## src/rtl/psa_arbiter.sv

```systemverilog
// Round-robin front end for the shared nibble-lane saturating adder.
// Two requesters share the adder. Each accepted op takes three cycles: grant, execute, then result valid.
module psa_arbiter #(
    parameter int WIDTH = 16
) (
    input  logic             clk,
    input  logic             rst,
    input  logic             req0,
    input  logic [WIDTH-1:0] a0,
    input  logic [WIDTH-1:0] b0,
    output logic             gnt0,
    input  logic             req1,
    input  logic [WIDTH-1:0] a1,
    input  logic [WIDTH-1:0] b1,
    output logic             gnt1,
    output logic [WIDTH-1:0] psa_a,
    output logic [WIDTH-1:0] psa_b,
    input  logic [WIDTH-1:0] psa_sum,
    input  logic             psa_err,
    output logic             busy,
    output logic             res_valid,
    output logic             res_id,
    output logic [WIDTH-1:0] res_sum,
    output logic             res_err
);

    typedef enum logic [1:0] {
        IDLE = 2'd0,
        EXEC = 2'd1,
        DONE = 2'd2
    } state_t;

    state_t state_r;
    logic   rr_r;
    logic   grant_s;
    logic   win_s;

    // Arbitration: on a tie, the requester that was not granted last wins
    always_comb begin
        grant_s = 1'b0;
        win_s   = 1'b0;
        if (req0 && req1) begin
            grant_s = 1'b1;
            win_s   = ~rr_r;
        end else if (req0) begin
            grant_s = 1'b1;
            win_s   = 1'b0;
        end else if (req1) begin
            grant_s = 1'b1;
            win_s   = 1'b1;
        end else begin
            grant_s = 1'b0;
            win_s   = 1'b0;
        end
    end

    // Sequencer. psa_a/psa_b double as the operand registers and are zero while idle.
    always_ff @(posedge clk or posedge rst) begin
        if (rst) begin
            state_r   <= IDLE;
            rr_r      <= 1'b1;
            psa_a     <= '0;
            psa_b     <= '0;
            gnt0      <= 1'b0;
            gnt1      <= 1'b0;
            busy      <= 1'b0;
            res_valid <= 1'b0;
            res_id    <= 1'b0;
            res_sum   <= '0;
            res_err   <= 1'b0;
        end else begin
            case (state_r)
                IDLE: begin
                    if (grant_s) begin
                        psa_a   <= win_s ? a1 : a0;
                        psa_b   <= win_s ? b1 : b0;
                        gnt0    <= ~win_s;
                        gnt1    <= win_s;
                        res_id  <= win_s;
                        rr_r    <= win_s;
                        busy    <= 1'b1;
                        state_r <= EXEC;
                    end else begin
                        state_r <= IDLE;
                    end
                end
                EXEC: begin
                    res_sum   <= psa_sum;
                    res_err   <= psa_err;
                    gnt0      <= 1'b0;
                    gnt1      <= 1'b0;
                    res_valid <= 1'b1;
                    state_r   <= DONE;
                end
                DONE: begin
                    res_valid <= 1'b0;
                    busy      <= 1'b0;
                    psa_a     <= '0;
                    psa_b     <= '0;
                    state_r   <= IDLE;
                end
                default: begin
                    gnt0      <= 1'b0;
                    gnt1      <= 1'b0;
                    res_valid <= 1'b0;
                    busy      <= 1'b0;
                    psa_a     <= '0;
                    psa_b     <= '0;
                    state_r   <= IDLE;
                end
            endcase
        end
    end

endmodule

```

## config.mk

```make
export PLATFORM = sky130hd
export DESIGN_NAME = psa_arbiter
export DESIGN_NICKNAME = d
export VERILOG_FILES = /design/src/rtl/psa_arbiter.sv
export SDC_FILE = /design/constraint.sdc
export NUM_CORES = 1
export LEC_CHECK = 0
export ABC_AREA = 1
export ABC_CLOCK_PERIOD_IN_PS = 2900
export BUFFER_PORTS_ARGS = -buffer_cell sky130_fd_sc_hd__clkbuf_2
export CORE_MARGIN = 2
export CORE_UTILIZATION = 40
export CTS_CLUSTER_SIZE = 40
export DETAILED_ROUTE_END_ITERATION = 6
export GPL_ROUTABILITY_DRIVEN = 0
export PLACE_DENSITY = 0.76
export SYNTH_ARGS = -nofsm -noshare
export SYNTH_HDL_FRONTEND = slang
export SYNTH_SLANG_ARGS = --single-unit
```

## constraint.sdc

```tcl
create_clock -name clk -period 2.9 [get_ports clk]
set_clock_uncertainty 0.05 [all_clocks]
set_input_delay 0.87 -clock clk [delete_from_list [all_inputs] [get_ports clk]]
set_output_delay 0.87 -clock clk [all_outputs]
set_load 0.005 [all_outputs]
```

==> results of run 1 <==
worst max-delay path by stage:
stage	start	end	slack [ns]	cells past startpoint
after floorplan	rst	busy	0.58	1
after global routing	req1	psa_a[12]	0.86	6
after detailed placement	req1	psa_a[1]	0.66	6
after CTS	req1	psa_b[7]	0.99	6
after global placement	req1	psa_a[11]	0.71	6
final	req1	psa_b[7]	1.00	6
sequential cells by signal, indices dropped and copies added, names as in the netlist, 2 cells and up:
signal	cells
psa_a	16
state_r	2
res_sum	16
psa_b	16
metrics by stage:
| stage | worst slack (ns) | util [%] | power [mW] |
|---|---|---|---|
| 2_1_floorplan | 0.582 | - | 2.34 |
| 3_3_place_gp | 0.712 | 52.9 | 2.90 |
| 3_5_place_dp | 0.657 | 52.9 | 2.95 |
| 4_1_cts | 0.994 | 56.2 | 3.75 |
| 5_1_grt | 0.863 | 56.2 | 4.01 |
| 6_report | 1.00 | 56.2 | 3.69 |
final cells by class:
class | count | area (um^2) | share of cell area [%]
sequential | 57 | 1430 | 39.5
multi-input combinational | 265 | 1100 | 30.5
timing repair buffer | 143 | 741 | 20.5
clock buffer | 12 | 165 | 4.57
tap | 77 | 96.3 | 2.67
clock inverter | 4 | 50.0 | 1.39
inverter | 8 | 30.0 | 0.831
worst max-delay path, delay by kind of cell:
kind	cells	cell delay [ns]
buffers and inverters	1	0.34
AND/OR/NAND/NOR	5	0.85
layer usage:
metal	vias up	GRT usage (%)	routed length, um
li1	1367	-	-
met1	1238	24.6	3140
met2	111	33.4	3330
met3	14	4.91	515
met4	0	7.79	106
met5	-	0	0
power by group:
part	switching, mW	internal, mW	total (mW)
clock	0.308	0.465	0.773
sequential	0.226	1.19	1.42
combinational	0.913	0.582	1.50
total	1.45	2.24	3.69
cell usage in the layout, fill, tap and decap left out, drive strengths merged, types with 2 or more instances in the layout:
cell type and instances:
buf 5, clkbuf 150, clkinvlp 2, dfrtp 56, inv 8, nand2 196
nand3 64, nor2 2
kinds of logic after synthesis:
group	count (synthesis)	share of synthesized area [%]
AND/OR/NAND/NOR	262	39.8
flip-flops	57	52.9
buffers and inverters	29	6.26
AO/OA/AOI/OAI	3	1.07
cell usage after synthesis:
library cell and n:
a21oi_1 1, buf_2 12, buf_4 4, buf_6 4
clkbuf_1 1, dfrtp_1 56, dfstp_2 1, inv_1 5
inv_2 3, nand2_1 194, nand2_2 2, nand3_1 64
nor2_2 2, o21ai_1 1, o21bai_4 1
==> metrics.txt, run 1 <==
worst-path cell chain clkbuf_2 -> nand2_2 -> nand2_1 -> nand2_1 -> nand3_1 -> nand2_1; DP Wirelength 5070 um; sequential element share of the synthesized area between 50 and 60%; die area around 7400 um^2; critical path class input port to register; Yosys reg bits 57; Crit Path Max Fanout 33; maximum VDD drop ~0.00053 V; Final ANT Viol Nets 0; chip width roughly 86 um; slowest library cell on the worst path nand2_2; startpoint types input port; largest net degree at the start of global routing 34; R2R Setup Slk between 1 and 1.5 ns; # DRC 0; placed inst area between 3000 and 4000 um^2; status finished clean; final net count 569; R2R Path End psa_b[7]; syn_area_per_cell approximately 7.7 um^2; WHS Path Cells 2; CTS tree built; Post-Layout Cell Count ~570; Final TNS setup 0 ns; core area 6420 um^2; clock sinks 57; root buffer cell clkbuf_8; Yosys top cell area share approximately half; synth warn 0; Worst-Skew Late Latency approximately 0.32 ns; Initial Util a little over two fifths; CP required 3.07 ns; leakage between 2 and 2.5 nW; pwr dens between 1000 and 1500 nW/um^2; H-tree depth 3; r2r worst-path depth 6; GRT Util Overall around 20%; CP dominant cell by count nand2_1; I/O Pins 139; Num CTS Buffers 9; Mapped Area between 2000 and 3000 um^2; Crit path largest cell delay ~0.45 ns; fmax around 0.53 GHz; Final setup viols 0; Port Buffers 138; fin area ~3600 um^2; syn_nets ~440; hold_ws roughly 0.41 ns; wire per inst 12.5 um; min cycle time layout around 1.9 ns; vias ~2700; Layout area overhead 33.8%; final clock period utilization by the worst path approximately 65%; CTS clk-pin slew, worst paths about 0.060 ns; layout cells sized above 1 approximately 35%; synth unique cells 15; first-pass GRT wire length ~12000 um; Row Count 29; postcts setup bufs 0; Die Ht 86.1 um; clk buf depth 2; hold_buf cts 0; Hold Path Sink rr_r; most area-hungry cell type in the Yosys netlist dfrtp_1; HP Class register to register; initial antenna violation count 0; Worst slew margin roughly three fifths; Via density between 4 and 5; FF-to-FF Start rr_r; Antenna Diode Count 0; GRT overflow 0; Max Cap Viol 0; Critical Path AT 2.06 ns; top cells by area, synth dfrtp_1, nand2_1, nand3_1; DP Cell Count 550; CTS resizes 0; min-delay src rr_r; Tightest Pin Transition 0.602 ns; WL final slightly above 7000 um; RSZ-0062 raised after global routing no; Final Hold Fails 0; Pre-Repair DR Iteration Count 7; vias in the first global route around 2500; 1st-iter DRT viols between 100 and 150; Syn Inst Count between 300 and 400; CP Capture Type register; Slew Viols, Final 0; # fillers between 600 and 700
Power figures use the tool's default switching activity.
==> run 2: changes to the inputs <==
==> config.mk (replaced) <==
export PLATFORM = sky130hd
export DESIGN_NAME = psa_arbiter
export DESIGN_NICKNAME = d
export VERILOG_FILES = /design/src/rtl/psa_arbiter.sv
export SDC_FILE = /design/constraint.sdc
export NUM_CORES = 1
export LEC_CHECK = 0
export ABC_AREA = 0
export ABC_CLOCK_PERIOD_IN_PS = 1700
export BUFFER_PORTS_ARGS = -buffer_cell sky130_fd_sc_hd__clkbuf_2
export CORE_MARGIN = 2
export CORE_UTILIZATION = 40
export CTS_CLUSTER_SIZE = 40
export DETAILED_ROUTE_END_ITERATION = 6
export GPL_ROUTABILITY_DRIVEN = 0
export PLACE_DENSITY = 0.81
export SYNTH_ARGS = -nofsm -noshare
export SYNTH_HDL_FRONTEND = slang
export SYNTH_SLANG_ARGS = --single-unit
==> constraint.sdc (replaced) <==
create_clock -name clk -period 1.7 [get_ports clk]
set_clock_uncertainty 0.05 [all_clocks]
set_input_delay 0.51 -clock clk [delete_from_list [all_inputs] [get_ports clk]]
set_output_delay 0.51 -clock clk [all_outputs]
set_load 0.005 [all_outputs]
==> run 2 against run 1 <==
  * Die area fell by 8.8%
  * Setup slack worse by 0.85 ns
  * Via count shrank 22%
  * Critical endpoint is now psa_a[11]
  * Cell count shrank 29%
  * Sequential cell count did not move
  * Global-route usage fell by 0.27 points
==> metrics.txt, run 2 <==
syn_area_per_cell 13.5 um^2 (was 7.69 um^2); first-pass GRT wire length 9780 um (was 11600 um); vias in the first global route 2038 (was 2507); CP required 1.85 ns (was 3.07 ns); Largest regs psa_a: 16 flops, psa_b: 16 flops, res_sum: 16 flops (unchanged); H-tree depth 3 (unchanged); leakage 1.73 nW (was 2.23 nW); Yosys top cell area share 57.2% (was 51.9%); clk buf depth 2 (unchanged); Layout area overhead 39.7% (was 33.8%); die area 6770 um^2 (was 7420 um^2); RSZ-0062 raised after global routing no (unchanged); maximum VDD drop 0.000781 V (was 0.000525 V); Yosys reg bits 57 (unchanged); hold_buf cts 0 (unchanged); top cells by area, synth dfrtp_1, a221o_1, nor3b_1 (was dfrtp_1, nand2_1, nand3_1); ys async rst share 100% (unchanged); Pwr Total 6.26 mW (was 3.69 mW); worst-path cell chain nand2_1 -> and3_1 -> buf_4 -> a221o_1 (was clkbuf_2 -> nand2_2 -> nand2_1 -> nand2_1 -> nand3_1 -> nand2_1); clock sinks 57 (unchanged); placed inst area 3230 um^2 (was 3400 um^2); FF-to-FF Start rr_r (unchanged); commonest cells in the netlist dfrtp_1, a221o_1, nor3b_1 (was nand2_1, nand3_1, dfrtp_1); CTS clk-pin slew, worst paths 0.07 ns (was 0.06 ns); Post-synth EDFFs 0 (unchanged); Final setup viols 0 (unchanged); fmax around 0.65 GHz; core area 5920 um^2 (was 6420 um^2); R2R Setup Slk 0.15 ns (was 1.37 ns); WL final 6430 um (was 7080 um); CTS resizes 0 (unchanged); sequential element share of the synthesized area 58.3% (was 52.9%); largest net degree at the start of global routing 34 (unchanged); layout cells sized above 1 51.1% (was 34.6%); CP Capture Type register (unchanged); Via density 5.29 (was 4.82); syn_nets 266 (was 436); fin area 3420 um^2 (was 3610 um^2); Antenna Diode Count 0 (unchanged); initial antenna violation count 0 (unchanged); chip width 82.3 um (was 86.1 um); I/O Pins 139 (unchanged); GRT overflow 0 (unchanged); most area-hungry cell type in the Yosys netlist dfrtp_1 (unchanged); root buffer cell clkbuf_8 (unchanged); Row Count 28 (was 29); min cycle time layout 1.55 ns; Initial Util 41.4% (was 42.0%); startpoint types register (was input port); Pre-Repair DR Iteration Count 4 (was 7); Worst-Skew Late Latency 0.33 ns (was 0.32 ns); Mapped Area 2450 um^2 (was 2700 um^2); Final Hold Fails 0 (unchanged); 1st-iter DRT viols 71 (was 111); final net count 407 (was 569); Tightest Pin Transition 0.384 ns (was 0.602 ns); Die Ht 82.3 um (was 86.1 um); Final ANT Viol Nets 0 (unchanged); slowest library cell on the worst path dfstp_2 (was nand2_2); Slew Viols, Final 0 (unchanged); Synth Flop Type dfrtp_1 (unchanged); switching pwr 2.13 mW (was 1.45 mW); Max Cap Viol 0 (unchanged); final clock period utilization by the worst path between 90% and 100%; Critical Path AT 1.69 ns (was 2.06 ns); synth unique cells 25 (was 15); pwr dens 1830 nW/um^2 (was 1020 nW/um^2); R2R Path End psa_a[11] (was psa_b[7]); Syn Inst Count 181 (was 351); DP Cell Count 386 (was 550); CTS tree built (unchanged); logic gate share of total power 41.3% (was 40.5%); synth warn 0 (unchanged); count leader, synth dfrtp_1 (was nand2_1); most frequent cells in the layout clkbuf_2, dfrtp_1, nor3b_1, a221o_1, mux2_1 (was nand2_1, clkbuf_2, nand3_1); vias 2128 (was 2730); part of the power in registers 38.7% (was 38.5%); GRT Util Overall 19.6% (was 19.9%); Num CTS Buffers 9 (unchanged); Final TNS setup 0 ns (unchanged); Crit path largest cell delay 0.57 ns (was 0.45 ns); Port Buffers 138 (unchanged); critical path class register to register (was input port to register); Crit Path Max Fanout 17 (was 33); Pint 4.13 mW (was 2.24 mW); HP Class input port to async pin (was register to register); Sw Share 34.0% (was 39.2%); Post-Layout Cell Count 402 (was 566); DP Wirelength 4780 um (was 5070 um); wire per inst 16.0 um (was 12.5 um); status finished clean (unchanged); Clock power frac 20.0% (was 21.0%); # DRC 0 (unchanged); r2r worst-path depth 4 (was 6); Worst slew margin 74.4% (was 59.8%); leading cell type in the layout, fill and taps excluded clkbuf_2 (was nand2_1); postcts setup bufs 0 (unchanged)
[run 2: stage by stage]
stage	utilization, %	worst slack [ns]	hold WS, ns
after global placement	54.5	0.106	0.394
final	57.8	0.155	0.0443
after detailed placement	54.5	0.0444	0.398
after global routing	57.8	0.0955	0.0530
after CTS	57.8	0.163	0.0433
after floorplan	-	0.218	0.430
[run 2: metal layers]
metal  GRT usage (%)  vias up  wire length, um
met5               0        -                0
met4            8.83        0              129
met3            5.22       12              392
met2            33.0       86             3330
met1            23.4     1056             2580
li1                -      974                -
[run 2: critical path, delay by kind of cell, from the launching register on]
family,cells,cell delay (ns)
AOI/OAI and AO/OA,1,0.32
DFF,1,0.57
buffers and inverters,1,0.20
and+or+nand+nor,2,0.27
[run 2: how the worst max path moves through the flow]
stage                      to  depth (start not counted)  start
floorplan           psa_a[14]                          5   req1
CTS                 psa_a[11]                          4   rr_r
finish              psa_a[11]                          4   rr_r
global placement     psa_a[5]                          5   req0
global route        psa_a[11]                          4   rr_r
detailed placement  psa_a[11]                          5   req0
[run 2: cells by family (layout without fill, tap and decap cells)]
family | count (synthesis) | count (layout) | share of synthesized area [%]
compound gates | 41 | 41 | 15.5
buf+inv | 20 | 166 | 5.41
flops | 57 | 57 | 58.3
mux | 17 | 17 | 7.81
simple gates | 46 | 46 | 13.0
[run 2: layout make-up]
type,instances,area (um^2)
clock buffer,11,141
sequential,57,1430
clock inverter,5,55.1
multi-input combinational,104,890
fill,513,2500
tap,75,93.8
timing repair buffer,148,803
inverter,2,11.3
[run 2: power by group through the flow]
stage / clock, mW / sequential, mW / combinational, mW
final: 1.25 / 2.42 / 2.58
after global routing: 1.33 / 2.51 / 2.85
after CTS: 1.28 / 2.43 / 2.63
after detailed placement: 0 / 2.45 / 2.63
after global placement: 0 / 2.40 / 2.52
after floorplan: 0 / 2.45 / 1.50
==> run 3: changes to the inputs <==
--- a/config.mk
+++ b/config.mk
@@ -8,6 +8,7 @@
 export ABC_AREA = 0
 export ABC_CLOCK_PERIOD_IN_PS = 1700
 export BUFFER_PORTS_ARGS = -buffer_cell sky130_fd_sc_hd__clkbuf_2
+export CAP_MARGIN = 20
 export CORE_MARGIN = 2
 export CORE_UTILIZATION = 40
 export CTS_CLUSTER_SIZE = 40
==> constraint.sdc (replaced) <==
create_clock -name clk -period 1.7 [get_ports clk]
set_clock_uncertainty 0.05 [all_clocks]
set_input_delay 0.425 -clock clk [delete_from_list [all_inputs] [get_ports clk]]
set_output_delay 0.425 -clock clk [all_outputs]
set_load 0.005 [all_outputs]
==> run 3 against run 2 <==
  * Global-route usage down 0.36 points
  * Worst hold slack improved by 0.028 ns
  * Non-clock buffer count unchanged
  * Cell count stayed put
  * Clock-buffer cell count did not move
  * Die area is the same
  * First-iteration DRC count rose by 42%
  * Setup slack better by 0.027 ns
  * Clock power rose by 5%
  * Critical path depth shrank 1
  * Sequential cell count is the same
  * Maximum frequency up 1.8%
  * Largest cell class unchanged
==> metrics.txt, run 3 (synthesis results as in run 2) <==
switching pwr 2.12 mW (was 2.13 mW); WL final 6240 um (was 6430 um); Crit path max-delay family simple AND/OR/NAND/NOR gates (was flip-flops); leakage 1.73 nW (about the same); min cycle time layout 1.52 ns (was 1.55 ns); Slew Viols, Final 0 (unchanged); Worst-Skew Late Latency 0.32 ns (was 0.33 ns); fin area 3430 um^2 (was 3420 um^2); part of the power in registers 38.4% (was 38.7%); Final setup viols 0 (unchanged); Die Ht 82.3 um (unchanged); Crit path largest cell delay 0.48 ns (was 0.57 ns); slowest library cell on the worst path and3_4 (was dfstp_2); CP Capture Type register (unchanged); Row Count 28 (unchanged); Pint 4.18 mW (was 4.13 mW); HP Class input port to async pin (unchanged); RSZ-0062 raised after global routing no (unchanged); Final TNS setup 0 ns (unchanged); Critical Path AT 1.72 ns (was 1.69 ns); wire per inst 15.5 um (was 16.0 um); H-tree depth 3 (unchanged); final net count 407 (unchanged); CTS clk-pin slew, worst paths 0.07 ns (about the same); root buffer cell clkbuf_8 (unchanged); Antenna Diode Count 0 (unchanged); GRT Util Overall 19.3% (was 19.6%); Worst slew margin 66.1% (was 74.4%); fmax 0.659 GHz (was 0.647 GHz); pwr dens 1840 nW/um^2 (was 1830 nW/um^2); Via density 5.25 (was 5.29); clock sinks 57 (unchanged); CTS resizes 0 (unchanged); hold_ws 0.0720 ns (was 0.0443 ns); hold_buf cts 0 (unchanged); Crit Path Max Fanout 33 (was 17); core area 5920 um^2 (unchanged); CTS tree built (unchanged); Sw Share 33.7% (was 34.0%); vias 2109 (was 2128); CP required 1.90 ns (was 1.85 ns); maximum VDD drop 0.000966 V (was 0.000781 V); worst-path cell chain nor2_2 -> and3_4 -> a221o_1 (was nand2_1 -> and3_1 -> buf_4 -> a221o_1); most frequent cells in the layout clkbuf_2, dfrtp_1, nor3b_1, a221o_1, mux2_1 (unchanged); Bufs and invs on worst path 0 (was 1); Max Cap Viol 0 (unchanged); post-layout util 57.9% (was 57.8%); startpoint types register (unchanged); initial antenna violation count 0 (unchanged); # DRC 0 (unchanged); clk buf depth 2 (unchanged); postcts setup bufs 0 (unchanged); Num CTS Buffers 9 (unchanged); die area 6770 um^2 (unchanged); Tightest Pin Transition 0.508 ns (was 0.384 ns); first-pass GRT wire length 9730 um (was 9780 um); GRT overflow 0 (unchanged); leading cell type in the layout, fill and taps excluded clkbuf_2 (unchanged); DP Wirelength 4700 um (was 4780 um); final clock period utilization by the worst path 89.3% (was 90.9%); vias in the first global route 2071 (was 2038); layout cells sized above 1 51.4% (was 51.1%); status finished clean (unchanged); R2R Setup Slk 0.18 ns (was 0.15 ns); 1st-iter DRT viols 101 (was 71); Port Buffers 138 (unchanged); # fillers 514 (was 513); Layout area overhead 39.9% (was 39.7%); Final Hold Fails 0 (unchanged); Pre-Repair DR Iteration Count 4 (unchanged); placed inst area 3210 um^2 (was 3230 um^2); Initial Util 41.4% (unchanged); I/O Pins 139 (unchanged); critical path class register to register (unchanged); Largest regs psa_a: 16 flops, psa_b: 16 flops, res_sum: 16 flops (unchanged); logic gate share of total power 40.8% (was 41.3%); largest net degree at the start of global routing 34 (unchanged); Clock power frac 20.8% (was 20.0%); chip width 82.3 um (unchanged); Final ANT Viol Nets 0 (unchanged)
## run 3: stage by stage
step	cells	total power, mW	setup WS (ns)
3_3_place_gp	386	4.92	0.189
4_1_cts	402	6.39	0.178
6_report	402	6.30	0.182
3_5_place_dp	386	5.06	0.151
5_1_grt	402	6.76	0.0760
2_1_floorplan	181	3.95	0.232
## run 3: power groups by stage
stage | logic [mW] | clock network [mW] | registers (mW)
2_1_floorplan | 1.50 | 0 | 2.45
3_3_place_gp | 2.51 | 0 | 2.40
3_5_place_dp | 2.61 | 0 | 2.44
4_1_cts | 2.62 | 1.35 | 2.43
5_1_grt | 2.82 | 1.41 | 2.52
6_report | 2.57 | 1.31 | 2.42
## run 3: path summary, 6_finish.rpt
path	start	to	cells after the start
min reg2reg	res_sum[8]	res_sum[8]	1
min	rst	res_sum[14]	2
max reg2reg	state_r[0]	psa_a[8]	3
max in group asynchronous	rst	res_sum[4]	3
max	state_r[0]	psa_a[8]	3
min in group clk	psa_sum[8]	res_sum[8]	2
## run 3: final cells by class
class	instances	area [um^2]	share of cell area, %
clock buffers	11	151	4.42
clock inverters	5	62.6	1.83
inverters	2	11.3	0.329
multi-input cells	104	890	26.0
flip-flops and latches	57	1430	41.7
well taps	75	93.8	2.74
repair buffers	148	791	23.1
## run 3: routing by layer
metal | track usage (%) | routed length (um) | up-vias
met1 | 23.8 | 2630 | 1056
met2 | 32.4 | 3230 | 68
met4 | 9.17 | 87 | 0
li1 | - | - | 978
met3 | 3.59 | 295 | 7
met5 | 0 | 0 | -
